==> config.mk <==
export PLATFORM = sky130hd
export DESIGN_NAME = shift_operand_sequencer
export DESIGN_NICKNAME = d
export VERILOG_FILES = /design/src/rtl/shift_operand_sequencer.sv
export SDC_FILE = /design/constraint.sdc
export NUM_CORES = 1
export LEC_CHECK = 0
export ABC_AREA = 0
export BUFFER_PORTS_ARGS = -buffer_cell sky130_fd_sc_hd__buf_2
export CAP_MARGIN = 20
export CORE_ASPECT_RATIO = 0.5
export CORE_UTILIZATION = 50
export DETAILED_ROUTE_END_ITERATION = 6
export GPL_TIMING_DRIVEN = 0
export PLACE_DENSITY_LB_ADDON = 0.3
export SETUP_SLACK_MARGIN = 0.3
export SLEW_MARGIN = 20
export SYNTH_ARGS = -nofsm -noshare
export SYNTH_HDL_FRONTEND = slang
export SYNTH_SLANG_ARGS = --single-unit
==> constraint.sdc <==
create_clock -name clk -period 3.1 [get_ports clk]
set_clock_uncertainty 0.2 [all_clocks]
set_input_delay 0.62 -clock clk [delete_from_list [all_inputs] [get_ports clk]]
set_output_delay 0.62 -clock clk [all_outputs]
set_load 0.03 [all_outputs]
==> src/rtl/shift_operand_sequencer.sv <==
// shift_operand_sequencer
// Fetches register operands for data-processing / single-data-transfer
// instructions between decode and execute, in front of the barrel shifter.
// Rn and Rm are read through the two register-file ports on the accept cycle.
// Register-shifted-register (RSR) forms need Rs as well, so one extra read
// cycle (FETCH_RS) is inserted and decode is stalled for that cycle.
//
// Ports:
//   clk, rst_n            clock, asynchronous active-low reset
//   in_valid / in_ready   decode handshake, inst_in + pc_in
//   flush                 synchronous pipeline flush (highest priority)
//   rf_addr_a/b, rf_data_a/b  register-file read ports (combinational data)
//   out_valid / out_ready execute handshake
//   inst_out, rn_value, register_input, shift_register_input  held operands
//   rsr_stall_count       saturating count of inserted Rs read cycles
module shift_operand_sequencer #(
    parameter int DATA_W     = 32,
    parameter int RADDR_W    = 4,
    parameter int PC_OFS     = 8,
    parameter int PC_OFS_RSR = 12
) (
    input  logic                clk,
    input  logic                rst_n,
    input  logic                in_valid,
    output logic                in_ready,
    input  logic [31:0]         inst_in,
    input  logic [DATA_W-1:0]   pc_in,
    input  logic                flush,
    output logic [RADDR_W-1:0]  rf_addr_a,
    output logic [RADDR_W-1:0]  rf_addr_b,
    input  logic [DATA_W-1:0]   rf_data_a,
    input  logic [DATA_W-1:0]   rf_data_b,
    output logic                out_valid,
    input  logic                out_ready,
    output logic [31:0]         inst_out,
    output logic [DATA_W-1:0]   rn_value,
    output logic [DATA_W-1:0]   register_input,
    output logic [DATA_W-1:0]   shift_register_input,
    output logic [15:0]         rsr_stall_count
);

    typedef enum logic [1:0] {
        ST_IDLE     = 2'd0,
        ST_FETCH_RS = 2'd1,
        ST_OUT      = 2'd2
    } state_e;

    localparam logic [DATA_W-1:0] PC_OFS_W     = DATA_W'(PC_OFS);
    localparam logic [DATA_W-1:0] PC_OFS_RSR_W = DATA_W'(PC_OFS_RSR);

    // Register-shifted-register data-processing form.
    function automatic logic is_rsr(input logic [31:0] inst);
        return (inst[27:26] == 2'b00) && !inst[25] && inst[4] && !inst[7];
    endfunction

    // R15 reads return the pipelined PC instead of register-file data;
    // RSR forms see the PC one stage further ahead.
    function automatic logic [DATA_W-1:0] pick_operand(
        input logic [3:0]        addr,
        input logic [DATA_W-1:0] rf,
        input logic [DATA_W-1:0] pc,
        input logic              rsr
    );
        logic [DATA_W-1:0] res;
        if (addr == 4'd15) begin
            res = rsr ? (pc + PC_OFS_RSR_W) : (pc + PC_OFS_W);
        end else begin
            res = rf;
        end
        return res;
    endfunction

    state_e             state_q, state_d;
    logic [31:0]        inst_q, inst_d;
    logic [DATA_W-1:0]  pc_q, pc_d;
    logic [DATA_W-1:0]  rn_q, rn_d;
    logic [DATA_W-1:0]  rm_q, rm_d;
    logic [DATA_W-1:0]  rs_q, rs_d;
    logic [15:0]        cnt_q, cnt_d;
    logic               out_valid_q, out_valid_d;

    logic               in_ready_s;
    logic               accept_s;
    logic               in_rsr_s;

    // Handshake toward decode: ready in IDLE, or in OUT when execute drains.
    always_comb begin
        in_ready_s = 1'b0;
        if (flush) begin
            in_ready_s = 1'b0;
        end else begin
            in_ready_s = (state_q == ST_IDLE) || ((state_q == ST_OUT) && out_ready);
        end
        accept_s = in_valid && in_ready_s;
        in_rsr_s = is_rsr(inst_in);
    end

    // Register-file address drive: held Rs/Rm during the extra read, else decode fields.
    always_comb begin
        rf_addr_a = RADDR_W'(inst_in[19:16]);
        rf_addr_b = RADDR_W'(inst_in[3:0]);
        if (state_q == ST_FETCH_RS) begin
            rf_addr_a = RADDR_W'(inst_q[11:8]);
            rf_addr_b = RADDR_W'(inst_q[3:0]);
        end else begin
            rf_addr_a = RADDR_W'(inst_in[19:16]);
            rf_addr_b = RADDR_W'(inst_in[3:0]);
        end
    end

    // Next-state and operand capture; flush overrides all transitions.
    always_comb begin
        state_d     = state_q;
        inst_d      = inst_q;
        pc_d        = pc_q;
        rn_d        = rn_q;
        rm_d        = rm_q;
        rs_d        = rs_q;
        out_valid_d = out_valid_q;
        cnt_d       = cnt_q;

        // Every FETCH_RS cycle counts, even one killed by flush.
        if ((state_q == ST_FETCH_RS) && (cnt_q != 16'hFFFF)) begin
            cnt_d = cnt_q + 16'd1;
        end else begin
            cnt_d = cnt_q;
        end

        if (flush) begin
            state_d     = ST_IDLE;
            out_valid_d = 1'b0;
        end else begin
            case (state_q)
                ST_IDLE, ST_OUT: begin
                    if (accept_s) begin
                        inst_d      = inst_in;
                        pc_d        = pc_in;
                        rn_d        = pick_operand(inst_in[19:16], rf_data_a, pc_in, in_rsr_s);
                        rm_d        = pick_operand(inst_in[3:0], rf_data_b, pc_in, in_rsr_s);
                        rs_d        = '0;
                        state_d     = in_rsr_s ? ST_FETCH_RS : ST_OUT;
                        out_valid_d = !in_rsr_s;
                    end else if ((state_q == ST_OUT) && out_ready) begin
                        state_d     = ST_IDLE;
                        out_valid_d = 1'b0;
                    end else begin
                        state_d     = state_q;
                        out_valid_d = out_valid_q;
                    end
                end
                ST_FETCH_RS: begin
                    rs_d        = pick_operand(inst_q[11:8], rf_data_a, pc_q, 1'b1);
                    state_d     = ST_OUT;
                    out_valid_d = 1'b1;
                end
                default: begin
                    state_d     = ST_IDLE;
                    out_valid_d = 1'b0;
                end
            endcase
        end
    end

    // State and operand registers.
    always_ff @(posedge clk or negedge rst_n) begin
        if (!rst_n) begin
            state_q     <= ST_IDLE;
            inst_q      <= 32'd0;
            pc_q        <= '0;
            rn_q        <= '0;
            rm_q        <= '0;
            rs_q        <= '0;
            cnt_q       <= 16'd0;
            out_valid_q <= 1'b0;
        end else begin
            state_q     <= state_d;
            inst_q      <= inst_d;
            pc_q        <= pc_d;
            rn_q        <= rn_d;
            rm_q        <= rm_d;
            rs_q        <= rs_d;
            cnt_q       <= cnt_d;
            out_valid_q <= out_valid_d;
        end
    end

    assign in_ready             = in_ready_s;
    assign out_valid            = out_valid_q;
    assign inst_out             = inst_q;
    assign rn_value             = rn_q;
    assign register_input       = rm_q;
    assign shift_register_input = rs_q;
    assign rsr_stall_count      = cnt_q;

endmodule
==> out/qor.yml, run 1 <==
nets: 1462
routed_wl_um: 31900
power.net_switching_mw: 2.19
synthTopCellsByArea: "dfrtp_1 (49%), nand2_1 (11%), o21ai_0 (4.0%), xor2_1 (3.2%), and3_1 (2.8%)"
critical_path.max_stage_delay_ns: 0.69
grt_remaining_overflow: 0
htreeDepth: 4
final_layout_size_suffix_gt1_share_pct: 26.1
synth_nets: 1158
place_congestion: 0.966
insertedDiodeCount: 0
drtAntennaViolNets: 0
dr.pass1.iters: 7
clk_pin_slew_ns: 0.07
start_kind: "flip-flop"
start_util_pct: 51.9
tightestPinTransition_ns: 0.772
postLayoutCoreUtil_pct: 65.1
track_usage_pct: 34.2
crit_buf_inv: 2
dieWidth_um: 193
syn-cell-area_um2: 9170
min_path_type: "in2reg"
hold_viol: 0
final-max-slew-violation-count: 0
required_ns: 3.24
areaGrowthSynthToFinish_pct: 25.3
grt_antenna_before_repair: 3
synthFlopType: "dfrtp_1"
worstPathArrival_ns: 2.78
p_clk_share_pct: 32.1
run_status: "finished, violations left"
drv_cap: 0
fmax_mhz: 379
clockBufferDepth: 2
clock_sinks: 178
synthDistinctLibCells: 61
swShare_pct: 34.7
crit_fanout: 10
p_int_mw: 4.12
pwr-share-comb_pct: 23.6
timing.final.setup_violations: 0
synth_top_area_share_pct: 48.6
synth_cells: 1020
seqPwrFrac_pct: 44.4
drt_iter0_drc: 917
drc_errors: 15
root_buffer: "clkbuf_16"
period_needed_ns: 2.64
grt_max_degree: 74
post-route-cell-area_um2: 11500
cts_inserted_buffers: 17
p_per_area_nw_per_um2: 549
ys_ff_latch: 178
die_h_um: 97.7
crit_path_top_delay_cell: "nor2_1"
violations: "DRC"
postCtsSetupRepairBufs: 0
worstSetupPathType: "reg2reg"
rows: 34
async_reset_ff_share_pct: 100
die_area_um2: 18900
routed_via_density: 5.92
holdWs_ns: 0.174
fp.coreArea_um2: 17700
seq_area_frac_synth_pct: 48.6
portBuffers: 282
crit_family: "simple AND/OR/NAND/NOR gates"
p_leak_nw: 5.85
avgRoutedWirePerCell_um: 20.3
io-pin-count: 287
cts_tree: "built"
synth_edf_count: 0
clkLatencyLatePin_ns: 0.43
synth_top_area_cell: "dfrtp_1"
cp_cell_sequence: "and4_1, clkbuf_1, nor2_1, clkbuf_1, a22oi_1, o21ai_0"
first_global_vias: 8780
ys.warnings.count: 0
synth_area_per_cell_um2: 8.99
max_slew_margin_pct: 48.4
crit_top_cell: "clkbuf_1"
dpl.hpwl_um: 24800
peakVddDrop_mv: 0.448
endpoint_kind: "flip-flop"
rsz0062_at_grt: "false"
grt_pass1_wl_um: 49700
via_count: 9295
dpl_cell_area_um2: 10900
fin_crit_sh_pct: 85.2
-- worst register-to-register path, cell delays in order, from the launching register on --
cell      delay [ns]
dfrtp_1         0.43
and4_1          0.23
clkbuf_1        0.31
nor2_1          0.69
clkbuf_1        0.45
a22oi_1         0.12
o21ai_0         0.12
-- metal layers --
layer / vias up / track usage, % / part of all wire (%)
met4: 2 / 9.17 / 2.7
met5: - / 0 / 0.041
met2: 557 / 52.0 / 43
li1: 4183 / - / -
met3: 77 / 9.36 / 11
met1: 4476 / 48.5 / 43
-- worst paths after layout --
path                                         from                        to  slack, ns  cells after the start
worst max-delay path                 inst_out[10]  shift_register_input[24]       0.46                      6
worst min-delay path                  inst_in[20]              inst_out[20]       0.17                      3
worst max register to register       inst_out[10]  shift_register_input[24]       0.46                      6
worst min register to register  register_input[9]         register_input[9]       0.28                      2
max in group asynchronous                   rst_n        register_input[15]       1.20                      4
min in group asynchronous                   rst_n        rsr_stall_count[8]       0.50                      2
-- power by group through the flow --
stage / Sequential (mW) / Combinational, mW / Clock [mW]
2_1_floorplan: 3.22 / 0.472 / 0
3_3_place_gp: 2.82 / 1.44 / 0
3_5_place_dp: 2.83 / 1.47 / 0
4_1_cts: 2.79 / 1.48 / 2.03
5_1_grt: 2.83 / 1.59 / 2.13
6_report: 2.80 / 1.49 / 2.02
-- Yosys cell counts, drive strengths merged (13+ instances only) --
library cell	number
and4	15
nor2	49
and3	41
nand3	34
buf	14
xor2	34
o21ai	74
a221o	14
nor3	34
a22oi	17
nand4	22
nand2	280
mux2i	13
dfrtp	178
xnor2	24
clkbuf	47
a21oi	29
-- stage by stage --
step	power [mW]	setup WS [ns]	TNS, ns	std cells
2_1_floorplan	3.70	0.820	0	1020
3_3_place_gp	4.26	-1.61	-281.87	1536
3_5_place_dp	4.30	0.177	0	1538
4_1_cts	6.30	0.408	0	1570
5_1_grt	6.55	0.344	0	1570
6_report	6.30	0.460	0	1570
-- sequential cells by signal (all words and copies together) (netlist names) --
register,cells
state_q,2
inst_out,32
rsr_stall_count,16
register_input,32
pc_q,32
shift_register_input,32
rn_value,32
-- area by class of cell --
| class | count | area [µm²] |
|---|---|---|
| inverter | 6 | 22.5 |
| buffer | 61 | 282 |
| sequential | 178 | 4450 |
| fill | 1497 | 6170 |
| tap | 234 | 293 |
| clock buffer | 20 | 457 |
| multi-input combinational | 775 | 4410 |
| clock inverter | 11 | 80.1 |
| timing repair buffer | 285 | 1490 |
-- cell usage in the layout (no fill, tap or decap), drive strengths merged, types with 13 or more instances in the layout --
master  count
nor2       49
a221o      14
o21ai      74
a22oi      17
nand4      22
and3       41
clkbuf     67
nand3      34
nor3       34
xor2       34
mux2i      13
dfrtp     178
a21oi      29
xnor2      24
nand2     280
buf       298
and4       15
-- logic make-up (layout without fill, tap and decap cells) --
logic type / after synthesis / after routing / synth area share, %
AOI/OAI and AO/OA: 187 / 187 / 13.3
and+or+nand+nor: 511 / 511 / 27.1
buffers and inverters: 67 / 383 / 3.28
muxes: 14 / 14 / 1.54
adders and majority gates: 5 / 5 / 0.682
DFF: 178 / 178 / 48.6
xor gates and xnor gates: 58 / 58 / 5.54
-- repair_timing --
action,in CTS,in global routing
hold buffers,1,0
endpoints found under the hold margin,48,0
resized for setup,0,6
endpoints found under the setup margin,0,10
No activity file was read; power rests on OpenSTA's default activity.
==> run 2, diff against run 1 <==
--- a/config.mk
+++ b/config.mk
@@ -6,13 +6,14 @@
 export NUM_CORES = 1
 export LEC_CHECK = 0
 export ABC_AREA = 0
-export BUFFER_PORTS_ARGS = -buffer_cell sky130_fd_sc_hd__buf_2
 export CAP_MARGIN = 20
 export CORE_ASPECT_RATIO = 0.5
 export CORE_UTILIZATION = 50
 export DETAILED_ROUTE_END_ITERATION = 6
+export DONT_BUFFER_PORTS = 1
 export GPL_TIMING_DRIVEN = 0
 export PLACE_DENSITY_LB_ADDON = 0.3
+export RECOVER_POWER = 25
 export SETUP_SLACK_MARGIN = 0.3
 export SLEW_MARGIN = 20
 export SYNTH_ARGS = -nofsm -noshare
==> out/qor.yml, run 2 (synthesized netlist as in run 1, its figures left out) <==
run_status: "finished, violations left"
violations: "DRC, hold timing"
die_h_um: 97.7
max_slew_margin_pct: 38.8
dpl.hpwl_um: 23400
crit_top_cell: "nand2_1"
clkLatencyLatePin_ns: 0.44
track_usage_pct: 32.9
fin_crit_sh_pct: 85.7
peakVddDrop_mv: 0.442
layout_commonest_cell: "nand2_1"
fp.coreArea_um2: 17700
rows: 34
dieWidth_um: 193
cp_cell_sequence: "nand2b_1, clkbuf_2, nand2_1, nand2_1"
drtAntennaViolNets: 0
nets: 1177
crit_fanout: 10
rsz0062_at_grt: "false"
crit_path_top_delay_cell: "dfrtp_2"
grt_max_degree: 179
grt_remaining_overflow: 0
first_global_vias: 7878
worstPathArrival_ns: 1.84
fin_tns_setup_ns: 0
root_buffer: "clkbuf_16"
p_per_area_nw_per_um2: 592
p_int_mw: 3.86
clk_pin_slew_ns: 0.08
layout_common_cells: "nand2_1 (280), dfrtp_1 (177), o21ai_0 (73)"
avgRoutedWirePerCell_um: 23.9
place_congestion: 0.933
power.net_switching_mw: 2.06
start_kind: "flip-flop"
dp_slack_ns: 0.261
portBuffers: 0
n_fill_cell: 1618
via_count: 8148
io-pin-count: 287
cts_tree: "built"
final_layout_size_suffix_gt1_share_pct: 6.56
cts_inserted_buffers: 17
routed_wl_um: 30900
critical_path.max_stage_delay_ns: 0.50
drv_cap: 0
min_path_type: "in2async"
period_needed_ns: 2.66
p_leak_nw: 4.60
swShare_pct: 34.8
clockBufferDepth: 2
holdWs_ns: -0.323
crit_family: "simple AND/OR/NAND/NOR gates"
hold_viol: 178
seqPwrFrac_pct: 55.3
postLayoutCoreUtil_pct: 56.7
die_area_um2: 18900
multi_input_area_um2: 4420
tightestPinTransition_ns: 0.910
drc_errors: 29
htreeDepth: 4
endpoint_kind: "output port"
routed_via_density: 6.32
pwr-share-comb_pct: 10.5
start_util_pct: 51.9
p_clk_share_pct: 34.3
required_ns: 2.28
postCtsSetupRepairBufs: 0
clock_sinks: 178
timing.final.setup_violations: 0
dpl_cell_area_um2: 9460
areaGrowthSynthToFinish_pct: 9.25
grt_pass1_wl_um: 46700
dr.pass1.iters: 7
ff_latch_area_um2: 4460
grt_antenna_before_repair: 5
fmax_mhz: 377
setup_slack_ns: 0.445
worstSetupPathType: "reg2out"
post-route-cell-area_um2: 10000
final-max-slew-violation-count: 0
crit_buf_inv: 1
drt_iter0_drc: 699
run 2: metrics by stage:
| stage | power (mW) | std cells | hold WS (ns) |
|---|---|---|---|
| 6_report | 5.93 | 1289 | -0.323 |
| 3_3_place_gp | 3.90 | 1254 | 0.127 |
| 4_1_cts | 5.93 | 1286 | -0.334 |
| 2_1_floorplan | 3.70 | 1020 | 0.124 |
| 3_5_place_dp | 3.92 | 1254 | 0.127 |
| 5_1_grt | 6.13 | 1287 | -0.341 |
run 2: final cells by class:
cell class                 count  share of cell area [%]
clock buffer                  18                    4.28
antenna                        3                  0.0750
sequential                   178                    44.5
clock inverter                14                    1.09
tap                          234                    2.92
buffer                        61                    2.81
multi-input combinational    775                    44.1
inverter                       6                   0.225
run 2: metal layers:
layer | share of wire, % | global-route usage [%] | vias to the layer above
li1 | - | - | 3620
met1 | 41 | 43.4 | 3991
met2 | 43 | 49.5 | 457
met3 | 13 | 13.4 | 76
met4 | 2.9 | 10.7 | 4
met5 | 0.071 | 0 | -
run 2: repair_timing:
action                     CTS  global route
hold endpoints to repair   178           178
pin swaps                    0             0
setup endpoints to repair    8            53
gates resized for setup      1             7
run 2: final timing paths:
path                         startpoint                       end  slack (ns)  depth (start not counted)
max in group asynchronous         rst_n               rn_value[7]        2.70                          0
min reg2reg                     pc_q[0]                   pc_q[0]        0.29                          2
min                               rst_n       rsr_stall_count[10]       -0.32                          0
max                          state_q[1]              rf_addr_a[3]        0.44                          4
min in group clk                  flush                state_q[1]        0.04                          1
max reg2reg                inst_out[11]  shift_register_input[26]        0.45                          5
run 2: power groups by stage:
stage | Sequential [mW] | Clock, mW | Combinational [mW]
floorplan | 3.22 | 0 | 0.472
global placement | 3.31 | 0 | 0.589
detailed placement | 3.32 | 0 | 0.609
CTS | 3.27 | 2.04 | 0.612
global route | 3.31 | 2.13 | 0.696
finish | 3.28 | 2.03 | 0.621
